===== src/rtl/sram_mc_pkg.sv =====
// sram_mc_pkg: shared types and sizing helpers for the multi-channel SRAM controller.
package sram_mc_pkg;

  localparam int BEAT_W = 16;

  typedef enum logic [2:0] {
    IDLE,
    RD_STB,
    WR_SETUP,
    WR_STB,
    WR_HOLD,
    RESP
  } state_e;

  // Number of 16-bit beats needed for one host word.
  function automatic int calc_beats(input int data_w);
    return data_w / BEAT_W;
  endfunction

  // Beat counter width; at least one bit so single-beat builds still elaborate.
  function automatic int calc_beat_cnt_w(input int data_w);
    int b;
    b = data_w / BEAT_W;
    return (b > 1) ? $clog2(b) : 1;
  endfunction

endpackage


===== src/rtl/rr_arbiter.sv =====
// rr_arbiter: round-robin one-hot grant; the search starts one past the last
// accepted requester, and the pointer resets to requester 0.
module rr_arbiter #(
  parameter  int N  = 2,
  localparam int IW = (N > 1) ? $clog2(N) : 1
) (
  input  logic          clk,
  input  logic          reset,
  input  logic [N-1:0]  req,
  input  logic          accept,
  output logic [N-1:0]  grant,
  output logic [IW-1:0] grant_idx
);

  logic [IW-1:0] ptr;
  logic [IW:0]   cand;
  logic          found;

  // First requester at or after the pointer, wrapping past N-1 back to 0.
  always_comb begin
    grant     = '0;
    grant_idx = '0;
    found     = 1'b0;
    cand      = '0;
    for (int i = 0; i < N; i++) begin
      cand = {1'b0, ptr} + (IW+1)'(i);
      if (cand >= (IW+1)'(N)) cand = cand - (IW+1)'(N);
      if (!found && req[cand[IW-1:0]]) begin
        found                 = 1'b1;
        grant[cand[IW-1:0]]   = 1'b1;
        grant_idx             = cand[IW-1:0];
      end
    end
  end

  // Advance the pointer past the winner only when the grant is taken.
  always_ff @(posedge clk or posedge reset) begin
    if (reset)       ptr <= '0;
    else if (accept) ptr <= (grant_idx == IW'(N-1)) ? '0 : grant_idx + 1'b1;
  end

endmodule


===== src/rtl/sram_mc_ctrl.sv =====
// sram_mc_ctrl: round-robin multi-channel controller for the 16-bit async SRAM.
// Each host word is split into 16-bit beats with WAIT_CYCLES extra strobe cycles.
// Define SRAM_MC_CTRL_STATS_EN to add the stat_xfers / stat_busy_cycles counters.
module sram_mc_ctrl
  import sram_mc_pkg::*;
#(
  parameter int CHANNELS    = 2,
  parameter int ADDR_W      = 20,
  parameter int DATA_W      = 32,
  parameter int WAIT_CYCLES = 1
) (
  input  logic                         clk,
  input  logic                         reset,
  input  logic [CHANNELS-1:0]          req_valid,
  output logic [CHANNELS-1:0]          req_ready,
  input  logic [CHANNELS-1:0]          req_write,
  input  logic [CHANNELS*ADDR_W-1:0]   req_addr,
  input  logic [CHANNELS*DATA_W-1:0]   req_wdata,
  input  logic [CHANNELS*DATA_W/8-1:0] req_be,
  output logic [CHANNELS-1:0]          rsp_valid,
  output logic [DATA_W-1:0]            rsp_rdata,
  output logic                         busy,
  output logic [ADDR_W-1:0]            sram_addr,
  output logic [15:0]                  sram_dq_o,
  output logic                         sram_dq_oe,
  input  logic [15:0]                  sram_dq_i,
  output logic                         sram_ce_n,
  output logic                         sram_oe_n,
  output logic                         sram_we_n,
  output logic                         sram_ub_n,
  output logic                         sram_lb_n
`ifdef SRAM_MC_CTRL_STATS_EN
  ,
  output logic [31:0]                  stat_xfers,
  output logic [31:0]                  stat_busy_cycles
`endif
);

  localparam int BEATS = calc_beats(DATA_W);
  localparam int CNT_W = calc_beat_cnt_w(DATA_W);
  localparam int BE_W  = DATA_W / 8;
  localparam int GW    = (CHANNELS > 1) ? $clog2(CHANNELS) : 1;

  state_e              state_q, state_d;
  logic [CNT_W-1:0]    beat_q, beat_d;
  logic [2:0]          wcnt_q, wcnt_d;
  logic                wr_q;
  logic [ADDR_W-1:0]   addr_q, n_addr, addr_nx;
  logic [DATA_W-1:0]   wdata_q, rdata_q, n_wdata;
  logic [BE_W-1:0]     be_q, n_be;
  logic [CHANNELS-1:0] gnt_q, grant;
  logic [GW-1:0]       gidx;
  logic                accept, last_wait, last_beat;
  logic                active_d, wr_d;
  logic [1:0]          beat_be;
  logic [15:0]         dq_nx;
  logic                ce_nx, oe_nx, we_nx, ub_nx, lb_nx;

  rr_arbiter #(.N(CHANNELS)) u_arb (
    .clk       (clk),
    .reset     (reset),
    .req       (req_valid),
    .accept    (accept),
    .grant     (grant),
    .grant_idx (gidx)
  );

  assign accept    = (state_q == IDLE) && (|req_valid) && !reset;
  assign req_ready = (state_q == IDLE && !reset) ? grant : '0;
  assign last_wait = (wcnt_q == 3'(WAIT_CYCLES));
  assign last_beat = (beat_q == CNT_W'(BEATS-1));

  // The accept cycle already programs the first beat's pins, so source the
  // request directly from the winning channel instead of the latched copy.
  assign n_addr  = accept ? req_addr[int'(gidx)*ADDR_W +: ADDR_W]   : addr_q;
  assign n_wdata = accept ? req_wdata[int'(gidx)*DATA_W +: DATA_W] : wdata_q;
  assign n_be    = accept ? req_be[int'(gidx)*BE_W +: BE_W]        : be_q;

  assign busy      = (state_q != IDLE);
  assign rsp_valid = (state_q == RESP) ? gnt_q : '0;
  assign rsp_rdata = (state_q == RESP && !wr_q) ? rdata_q : '0;

  // FSM state register plus beat and wait-state counters.
  always_ff @(posedge clk or posedge reset) begin
    if (reset) begin
      state_q <= IDLE;
      beat_q  <= '0;
      wcnt_q  <= '0;
    end else begin
      state_q <= state_d;
      beat_q  <= beat_d;
      wcnt_q  <= wcnt_d;
    end
  end

  // Next state and the pin values that state implies (pins are registered below).
  always_comb begin
    state_d = state_q;
    beat_d  = beat_q;
    wcnt_d  = wcnt_q;
    case (state_q)
      IDLE: if (accept) begin
        state_d = req_write[gidx] ? WR_SETUP : RD_STB;
        beat_d  = '0;
        wcnt_d  = '0;
      end
      RD_STB: if (last_wait) begin
        wcnt_d = '0;
        if (last_beat) state_d = RESP;
        else           beat_d  = beat_q + 1'b1;
      end else wcnt_d = wcnt_q + 1'b1;
      WR_SETUP: begin
        state_d = WR_STB;
        wcnt_d  = '0;
      end
      WR_STB: if (last_wait) state_d = WR_HOLD;
              else           wcnt_d  = wcnt_q + 1'b1;
      WR_HOLD: if (last_beat) state_d = RESP;
      else begin
        state_d = WR_SETUP;
        beat_d  = beat_q + 1'b1;
      end
      RESP:    state_d = IDLE;
      default: state_d = IDLE;
    endcase

    wr_d     = (state_d == WR_SETUP) || (state_d == WR_STB) || (state_d == WR_HOLD);
    active_d = wr_d || (state_d == RD_STB);
    beat_be  = n_be[int'(beat_d)*2 +: 2];
    ce_nx    = !active_d;
    oe_nx    = (state_d != RD_STB);
    // A beat with no byte enabled still runs its cycles, just without a strobe.
    we_nx    = !((state_d == WR_STB) && (|beat_be));
    ub_nx    = wr_d ? !beat_be[1] : !active_d;
    lb_nx    = wr_d ? !beat_be[0] : !active_d;
    dq_nx    = wr_d ? n_wdata[int'(beat_d)*BEAT_W +: BEAT_W] : '0;
    addr_nx  = active_d ? n_addr + ADDR_W'(beat_d) : sram_addr;
  end

  // Registered SRAM pins; reset forces them idle immediately.
  always_ff @(posedge clk or posedge reset) begin
    if (reset) begin
      sram_addr  <= '0;
      sram_dq_o  <= '0;
      sram_dq_oe <= 1'b0;
      sram_ce_n  <= 1'b1;
      sram_oe_n  <= 1'b1;
      sram_we_n  <= 1'b1;
      sram_ub_n  <= 1'b1;
      sram_lb_n  <= 1'b1;
    end else begin
      sram_addr  <= addr_nx;
      sram_dq_o  <= dq_nx;
      sram_dq_oe <= wr_d;
      sram_ce_n  <= ce_nx;
      sram_oe_n  <= oe_nx;
      sram_we_n  <= we_nx;
      sram_ub_n  <= ub_nx;
      sram_lb_n  <= lb_nx;
    end
  end

  // Latch the accepted request and assemble read beats little-endian.
  always_ff @(posedge clk or posedge reset) begin
    if (reset) begin
      wr_q    <= 1'b0;
      addr_q  <= '0;
      wdata_q <= '0;
      be_q    <= '0;
      gnt_q   <= '0;
      rdata_q <= '0;
    end else if (accept) begin
      wr_q    <= req_write[gidx];
      addr_q  <= n_addr;
      wdata_q <= n_wdata;
      be_q    <= n_be;
      gnt_q   <= grant;
      rdata_q <= '0;
    end else if (state_q == RD_STB && last_wait) begin
      rdata_q[int'(beat_q)*BEAT_W +: BEAT_W] <= sram_dq_i;
    end
  end

`ifdef SRAM_MC_CTRL_STATS_EN
  // Saturating activity counters.
  always_ff @(posedge clk or posedge reset) begin
    if (reset) begin
      stat_xfers       <= '0;
      stat_busy_cycles <= '0;
    end else begin
      if (state_q == RESP && stat_xfers != '1) stat_xfers <= stat_xfers + 32'd1;
      if (busy && stat_busy_cycles != '1)      stat_busy_cycles <= stat_busy_cycles + 32'd1;
    end
  end
`endif

endmodule


===== config.mk =====
export PLATFORM = sky130hd
export DESIGN_NAME = sram_mc_ctrl
export DESIGN_NICKNAME = d
export VERILOG_FILES = /design/src/rtl/sram_mc_pkg.sv /design/src/rtl/rr_arbiter.sv /design/src/rtl/sram_mc_ctrl.sv
export SDC_FILE = /design/constraint.sdc
export NUM_CORES = 1
export LEC_CHECK = 0
export BUFFER_PORTS_ARGS = -buffer_cell sky130_fd_sc_hd__buf_2
export CELL_PAD_IN_SITES_DETAIL_PLACEMENT = 0
export CELL_PAD_IN_SITES_GLOBAL_PLACEMENT = 1
export CORE_MARGIN = 1.5
export CORE_UTILIZATION = 42
export CTS_CLUSTER_SIZE = 25
export DETAILED_ROUTE_END_ITERATION = 12
export GPL_TIMING_DRIVEN = 0
export PLACE_DENSITY_LB_ADDON = 0.1
export SYNTH_ARGS = -nofsm -noshare
export SYNTH_HDL_FRONTEND = slang
export SYNTH_HIERARCHICAL = 1
export SYNTH_SLANG_ARGS = --single-unit

===== constraint.sdc =====
create_clock -name clk -period 13.9 [get_ports clk]
set_input_delay 2.085 -clock clk [delete_from_list [all_inputs] [get_ports clk]]
set_output_delay 2.085 -clock clk [all_outputs]
set_load 0.01 [all_outputs]

==> results of run 1 <==
metrics by stage:
stage | utilization | area, µm² | std cells | setup slack [ps]
after detailed placement | 0.5097 | 8393 | 1173 | 7779
after floorplan | - | 7024 | 740 | 8070
final | 0.5449 | 8972 | 1205 | 8202
after global routing | 0.5449 | 8972 | 1205 | 7961
after CTS | 0.5449 | 8972 | 1205 | 8217
after global placement | 0.5078 | 8361 | 1172 | 6175
layout make-up:
type                       instances  area (µm²)
timing repair buffer             213        1089
clock inverter                    15       153.9
sequential                       141        3535
inverter                          19       81.33
fill                            1606        7493
tap                              220       275.3
clock buffer                      17       425.4
buffer                            47       219.0
multi-input combinational        533        3194
sequential cells by signal, summed over array words and instances, names as in the netlist, named ones only:
| register | count |
|---|---|
| sram_ub_n | 1 |
| sram_we_n | 1 |
| wr_q | 1 |
| sram_addr | 20 |
| wcnt_q | 3 |
| sram_oe_n | 1 |
| wdata_q | 32 |
| be_q | 4 |
| sram_ce_n | 1 |
| rdata_q | 32 |
| sram_dq_oe | 1 |
| gnt_q | 2 |
| sram_lb_n | 1 |
| sram_dq_o | 16 |
| beat_q | 1 |
| state_q | 3 |
| addr_q | 20 |
power groups by stage:
stage | clock network (mW) | registers [mW] | logic [mW]
3_5_place_dp | 0 | 0.680 | 0.759
4_1_cts | 0.455 | 0.676 | 0.763
5_1_grt | 0.473 | 0.698 | 0.849
3_3_place_gp | 0 | 0.680 | 0.747
2_1_floorplan | 0 | 0.696 | 0.478
6_report | 0.447 | 0.676 | 0.757
metal layers:
layer / vias to the layer above / share of wire / wire [µm] / track usage
met5: - / 0 / 0 / 0
met4: 0 / 0.020 / 393 / 0.07692
met3: 25 / 0.053 / 1043 / 0.04921
met2: 183 / 0.45 / 8995 / 0.3714
met1: 2901 / 0.47 / 9366 / 0.3257
li1: 3002 / - / - / -
critical path: stages:
cell,delay (ps)
buf_2,140
or2_2,290
buf_2,200
nand2_4,130
clkbuf_1,470
clkbuf_1,510
buf_2,340
nand2_1,90
o21ai_0,80
ha_1,240
ha_1,290
nand2_1,80
a211oi_1,220
a41oi_2,140
nor4_2,370
xnor2_1,180
a21oi_1,100
cells in the final DEF (no fill, tap or decap), drive strengths merged, types with 2 or more instances in the layout:
cell      instances
xnor2            16
inv              25
clkinvlp          2
nand4             7
or3               2
a31o              2
mux2i            71
nand2           134
nor3             11
dfstp             5
a31oi             7
and2             36
nand2b            4
a211oi            7
nor4              7
a21oi            35
nor2             52
clkinv            6
nand3            10
or2               2
nand3b            4
and3              3
clkbuf           38
o21ai            92
buf             239
ha                4
mux2              7
dfrtp           136
nor2b             4
final timing paths:
path                               from                         end  depth (start not counted)
min                            gnt_q[1]                    gnt_q[1]                          2
max                        req_valid[1]               sram_addr[18]                         17
min reg2reg                    gnt_q[1]                    gnt_q[1]                          2
max reg2reg                  state_q[0]               sram_addr[18]                         14
max in group asynchronous         reset                 wdata_q[30]                          3
min in group asynchronous         reset  asynchronous set/reset pin                          2
cells by family (layout without fill, tap and decap cells):
kind of cell / after synthesis / count (layout) / synth area share
mux: 78 / 78 / 0.1124
xor+xnor: 17 / 17 / 0.02120
compound gates: 151 / 151 / 0.1211
fa+ha+maj: 4 / 4 / 0.007125
flops: 141 / 141 / 0.5032
simple gates: 283 / 283 / 0.1929
buf+inv: 66 / 311 / 0.04204
==> impl_metrics.json, run 1 <==
{
  "outcome": "completed",
  "grt_setup_unrepaired": "no",
  "grt_pass1_vias": 6147,
  "yosys_warnings": 6,
  "cts_tree": "built",
  "tightest_slew_ps": 748.5,
  "htreeDepth": 4,
  "io_buffer_count": 212,
  "maxCapViolations": 0,
  "cts.clk_slew.worst_paths_ps": 60,
  "track_usage": 0.2355,
  "initial_core_util": 0.4266,
  "synthArstFlopShare": 1.000,
  "worstSkewPairLatency_ps": 430,
  "ys_ff_latch": 141,
  "crit_required_ps": 14180,
  "drc": 0,
  "pwr-share-clk": 0.238,
  "drive_above_1_share": 0.3015,
  "layout.nets": 1110,
  "start_kind": "primary input",
  "grt_pass1_wl_um": 31930,
  "antenna_found_initial": 0,
  "p_total_mw": 1.880,
  "power_frac_comb": 0.403,
  "yosys-top-cells-area": "dfrtp_1 48%, mux2i_1 10%, nand2_1 7.1%",
  "cp-end-kind": "register",
  "whs_ps": 469.1,
  "finalMaxSlewViolations": 0,
  "numClockSinks": 141,
  "synth_most_common_cell": "dfrtp_1",
  "dieArea_mm2": 0.01751,
  "clockBufferDepth": 2,
  "netlist.area_leader.share": 0.4845,
  "post-cts-setup-buffer-count": 0,
  "yosys.cell_types.count": 56,
  "first_pass_iters": 4,
  "period_share": 0.4099,
  "power.switching_uw": 746.7,
  "synth_common_cells": "136 x dfrtp_1, 133 x nand2_1, 81 x o21ai_0",
  "hp-class": "register to register",
  "synth_seq_area_share": 0.5032,
  "finalHoldViolations": 0,
  "drt_iter0_markers": 315,
  "die_w_um": 132.3,
  "min_period_ps": 5698,
  "synth_ff_type": "dfrtp_1",
  "root_buffer": "clkbuf_16",
  "tns_ps": 0,
  "diodes": 0,
  "via_per_inst": 5.071,
  "ir_worst_vdd_mv": 0.1006,
  "max_freq_mhz": 175.5,
  "p_int_mw": 1.133,
  "hold_buffers": 0,
  "clock_skew_ps": 9.033,
  "grt_max_degree": 89,
  "num_vias": 6111,
  "cts_made_buffers": 17,
  "grt-ovfl-total": 0,
  "ioPinCount": 213,
  "synth_cells": 740,
  "rows": 47,
  "ant_nets": 0,
  "ff2ff_setup_slack_ps": 9620,
  "setup_viol_count_final": 0,
  "syn_to_final_growth_pct": 27.73,
  "power_frac_seq": 0.360,
  "syn_nets": 878,
  "synth_area_per_cell_um2": 9.492,
  "yosysTopAreaCell": "dfrtp_1",
  "fp.coreArea_mm2": 0.01647,
  "die_h_um": 132.3,
  "critical_path_class": "primary input to register",
  "routed_wl_um": 19800,
  "leakagePower_nw": 4.495,
  "slew_headroom": 0.4973,
  "netlist_area_mm2": 0.007024,
  "synth_edf_count": 0,
  "path_max_fanout": 10,
  "hpwlAfterDp_um": 14470,
  "netSwitchingFraction": 0.3972,
  "cts_resized": 0,
  "cp.arrival_ps": 5980,
  "place_congestion": 0.8352,
  "power.density_mw_per_mm2": 209.5,
  "wire_per_inst_um": 16.43
}
Note: power is estimated with default switching activity, not from simulation.
==> inputs of run 2 (changes only) <==
--- a/config.mk
+++ b/config.mk
@@ -9,7 +9,7 @@
 export CELL_PAD_IN_SITES_DETAIL_PLACEMENT = 0
 export CELL_PAD_IN_SITES_GLOBAL_PLACEMENT = 1
 export CORE_MARGIN = 1.5
-export CORE_UTILIZATION = 42
+export CORE_UTILIZATION = 39
 export CTS_CLUSTER_SIZE = 25
 export DETAILED_ROUTE_END_ITERATION = 12
 export GPL_TIMING_DRIVEN = 0
==> constraint.sdc (replaced) <==
create_clock -name clk -period 5.36 [get_ports clk]
set_input_delay 0.804 -clock clk [delete_from_list [all_inputs] [get_ports clk]]
set_output_delay 0.804 -clock clk [all_outputs]
set_load 0.01 [all_outputs]
==> run 2 against run 1 <==
Net effect: core utilization is 3.0 points lower; worst setup slack got worse by 7300 ps; sequential power rose to 2.6 times the previous value; clock power grew to 2.7 times the previous value; routed wire length grew 1.7%; die area increased by 7.5%; global-route usage is 0.82 points lower; critical path depth stayed put; total power grew to 2.6 times the previous value; hold slack worse by 190 ps; design area increased by 0.28%; critical path type unchanged; critical endpoint unchanged; largest cell class unchanged; highest routed layer unchanged.
==> impl_metrics.json, run 2 (synthesis gave the netlist of run 1 again) <==
{
  "track_usage": 0.2273,
  "power.density_mw_per_mm2": 545.6,
  "ioPinCount": 213,
  "syn_to_final_growth_pct": 28.09,
  "place_ws_ps": 395.8,
  "hp-class": "primary input to asynchronous set/reset pin",
  "diodes": 0,
  "grt-ovfl-total": 0,
  "multi_input_area_mm2": 0.003194,
  "finalMaxSlewViolations": 0,
  "finalHoldViolations": 0,
  "power.switching_mw": 1.918,
  "grt_setup_unrepaired": "no",
  "cts_resized": 0,
  "cp-end-kind": "register",
  "critPathSlowestCell": "clkbuf_1",
  "critical_path_class": "primary input to register",
  "antenna_found_initial": 0,
  "utilization": 0.5148,
  "fin_area_mm2": 0.008997,
  "placedCellCount": 1178,
  "ir_worst_vdd_mv": 0.2794,
  "stdcell_count": 1210,
  "via_per_inst": 4.982,
  "cpLargestDelayFamily": "buffers and inverters",
  "fp.coreArea_mm2": 0.01748,
  "hpwlAfterDp_um": 14820,
  "layout.nets": 1110,
  "outcome": "completed",
  "crit_required_ps": 5650,
  "path_max_fanout": 10,
  "layout_commonest_cell": "buf_2",
  "layout_common_cells": "231 x buf_2, 136 x dfrtp_1, 133 x nand2_1",
  "netSwitchingFraction": 0.3908,
  "place_congestion": 0.8013,
  "slew_headroom": 0.5080,
  "numClockSinks": 141,
  "leakagePower_nw": 4.497,
  "drive_above_1_share": 0.3015,
  "cp_cell_sequence": "buf_2, or2_2, buf_2, nand2_4, clkbuf_1, clkbuf_1, buf_2, nand2_1, o21ai_0, ha_1, ha_1, nand2_1, a211oi_1, a41oi_2, nor4_2, xnor2_1, a21oi_1",
  "p_int_mw": 2.991,
  "grt_pass1_wl_um": 31910,
  "worstSkewPairLatency_ps": 440,
  "cts.clk_slew.worst_paths_ps": 60,
  "fillers": 1695,
  "post-cts-setup-buffer-count": 0,
  "grt_max_degree": 80,
  "power_frac_seq": 0.357,
  "io_buffer_count": 212,
  "start_kind": "primary input",
  "htreeDepth": 4,
  "clock_skew_ps": 11.03,
  "grt_pass1_vias": 5965,
  "min_period_ps": 4462,
  "wire_per_inst_um": 16.65,
  "largestRegisters": "rdata_q x32, wdata_q x32",
  "rows": 48,
  "drt_iter0_markers": 312,
  "seqCellArea_mm2": 0.003535,
  "die_h_um": 137.2,
  "ant_nets": 0,
  "root_buffer": "clkbuf_16",
  "cp.arrival_ps": 4750,
  "path_common_cell": "buf_2",
  "crit_buf_inv": 5,
  "worst_slack_ps": 897.9,
  "cts_made_buffers": 17,
  "cp_slowest_stage_delay_ps": 510,
  "first_pass_iters": 4,
  "routed_wl_um": 20140,
  "maxCapViolations": 0,
  "max_freq_mhz": 224.1,
  "clockBufferDepth": 2,
  "die_w_um": 137.2,
  "pwr-share-clk": 0.245,
  "cts_tree": "built",
  "power_frac_comb": 0.398,
  "setup_viol_count_final": 0,
  "drc": 0,
  "period_share": 0.8325,
  "initial_core_util": 0.4019,
  "num_vias": 6028,
  "hold_buffers": 0,
  "placed_area_mm2": 0.008399,
  "tightest_slew_ps": 738.0,
  "dieArea_mm2": 0.01883
}
run 2: power by group through the flow:
stage               clock, mW  combinational, mW  sequential, mW
floorplan                   0               1.24            1.81
global placement            0               1.95            1.77
detailed placement          0               1.96            1.77
CTS                      1.22               1.98            1.76
global route             1.26               2.21            1.81
finish                   1.20               1.95            1.75
run 2: metrics by stage:
step	hold WS, ps	power (mW)	TNS (ps)
floorplan	437.6	3.045	0
global placement	452.0	3.711	-150720
detailed placement	460.9	3.736	0
CTS	259.6	4.953	0
global route	282.6	5.278	0
finish	276.8	4.909	0
run 2: cell type report:
| cell class | instances | share of cell area |
|---|---|---|
| plain buffers | 47 | 0.02434 |
| clock buffers | 18 | 0.04881 |
| clock inverters | 14 | 0.01766 |
| inverters | 19 | 0.009039 |
| multi-input cells | 533 | 0.3550 |
| flip-flops and latches | 141 | 0.3929 |
| well taps | 225 | 0.03129 |
| repair buffers | 213 | 0.1210 |
run 2: layer usage:
layer / track usage / share of wire
met5: 0 / 0
met4: 0.07427 / 0.019
met3: 0.05408 / 0.057
met2: 0.3540 / 0.46
met1: 0.3128 / 0.47
run 2: path summary, 6_finish.rpt:
| kind | from | endpoint | slack (ps) | depth (start not counted) |
|---|---|---|---|---|
| min | reset | asynchronous set/reset pin | 280 | 2 |
| min reg2reg | gnt_q[0] | gnt_q[0] | 470 | 2 |
| max | req_valid[1] | sram_addr[18] | 900 | 17 |
| max reg2reg | state_q[0] | sram_addr[18] | 960 | 14 |
| min in group clk | gnt_q[0] | gnt_q[0] | 470 | 2 |
| max in group asynchronous | reset | sram_ub_n | 4020 | 3 |
run 2: worst register-to-register path, cell delays in order, from the launching register on:
cell	delay (ps)
dfrtp_1	460
nor4_4	700
nand2_4	170
clkbuf_1	320
clkbuf_1	360
buf_2	290
o21ai_0	330
ha_1	270
ha_1	280
nand2_1	80
a211oi_1	230
a41oi_2	160
nor4_2	360
xnor2_1	170
a21oi_1	90
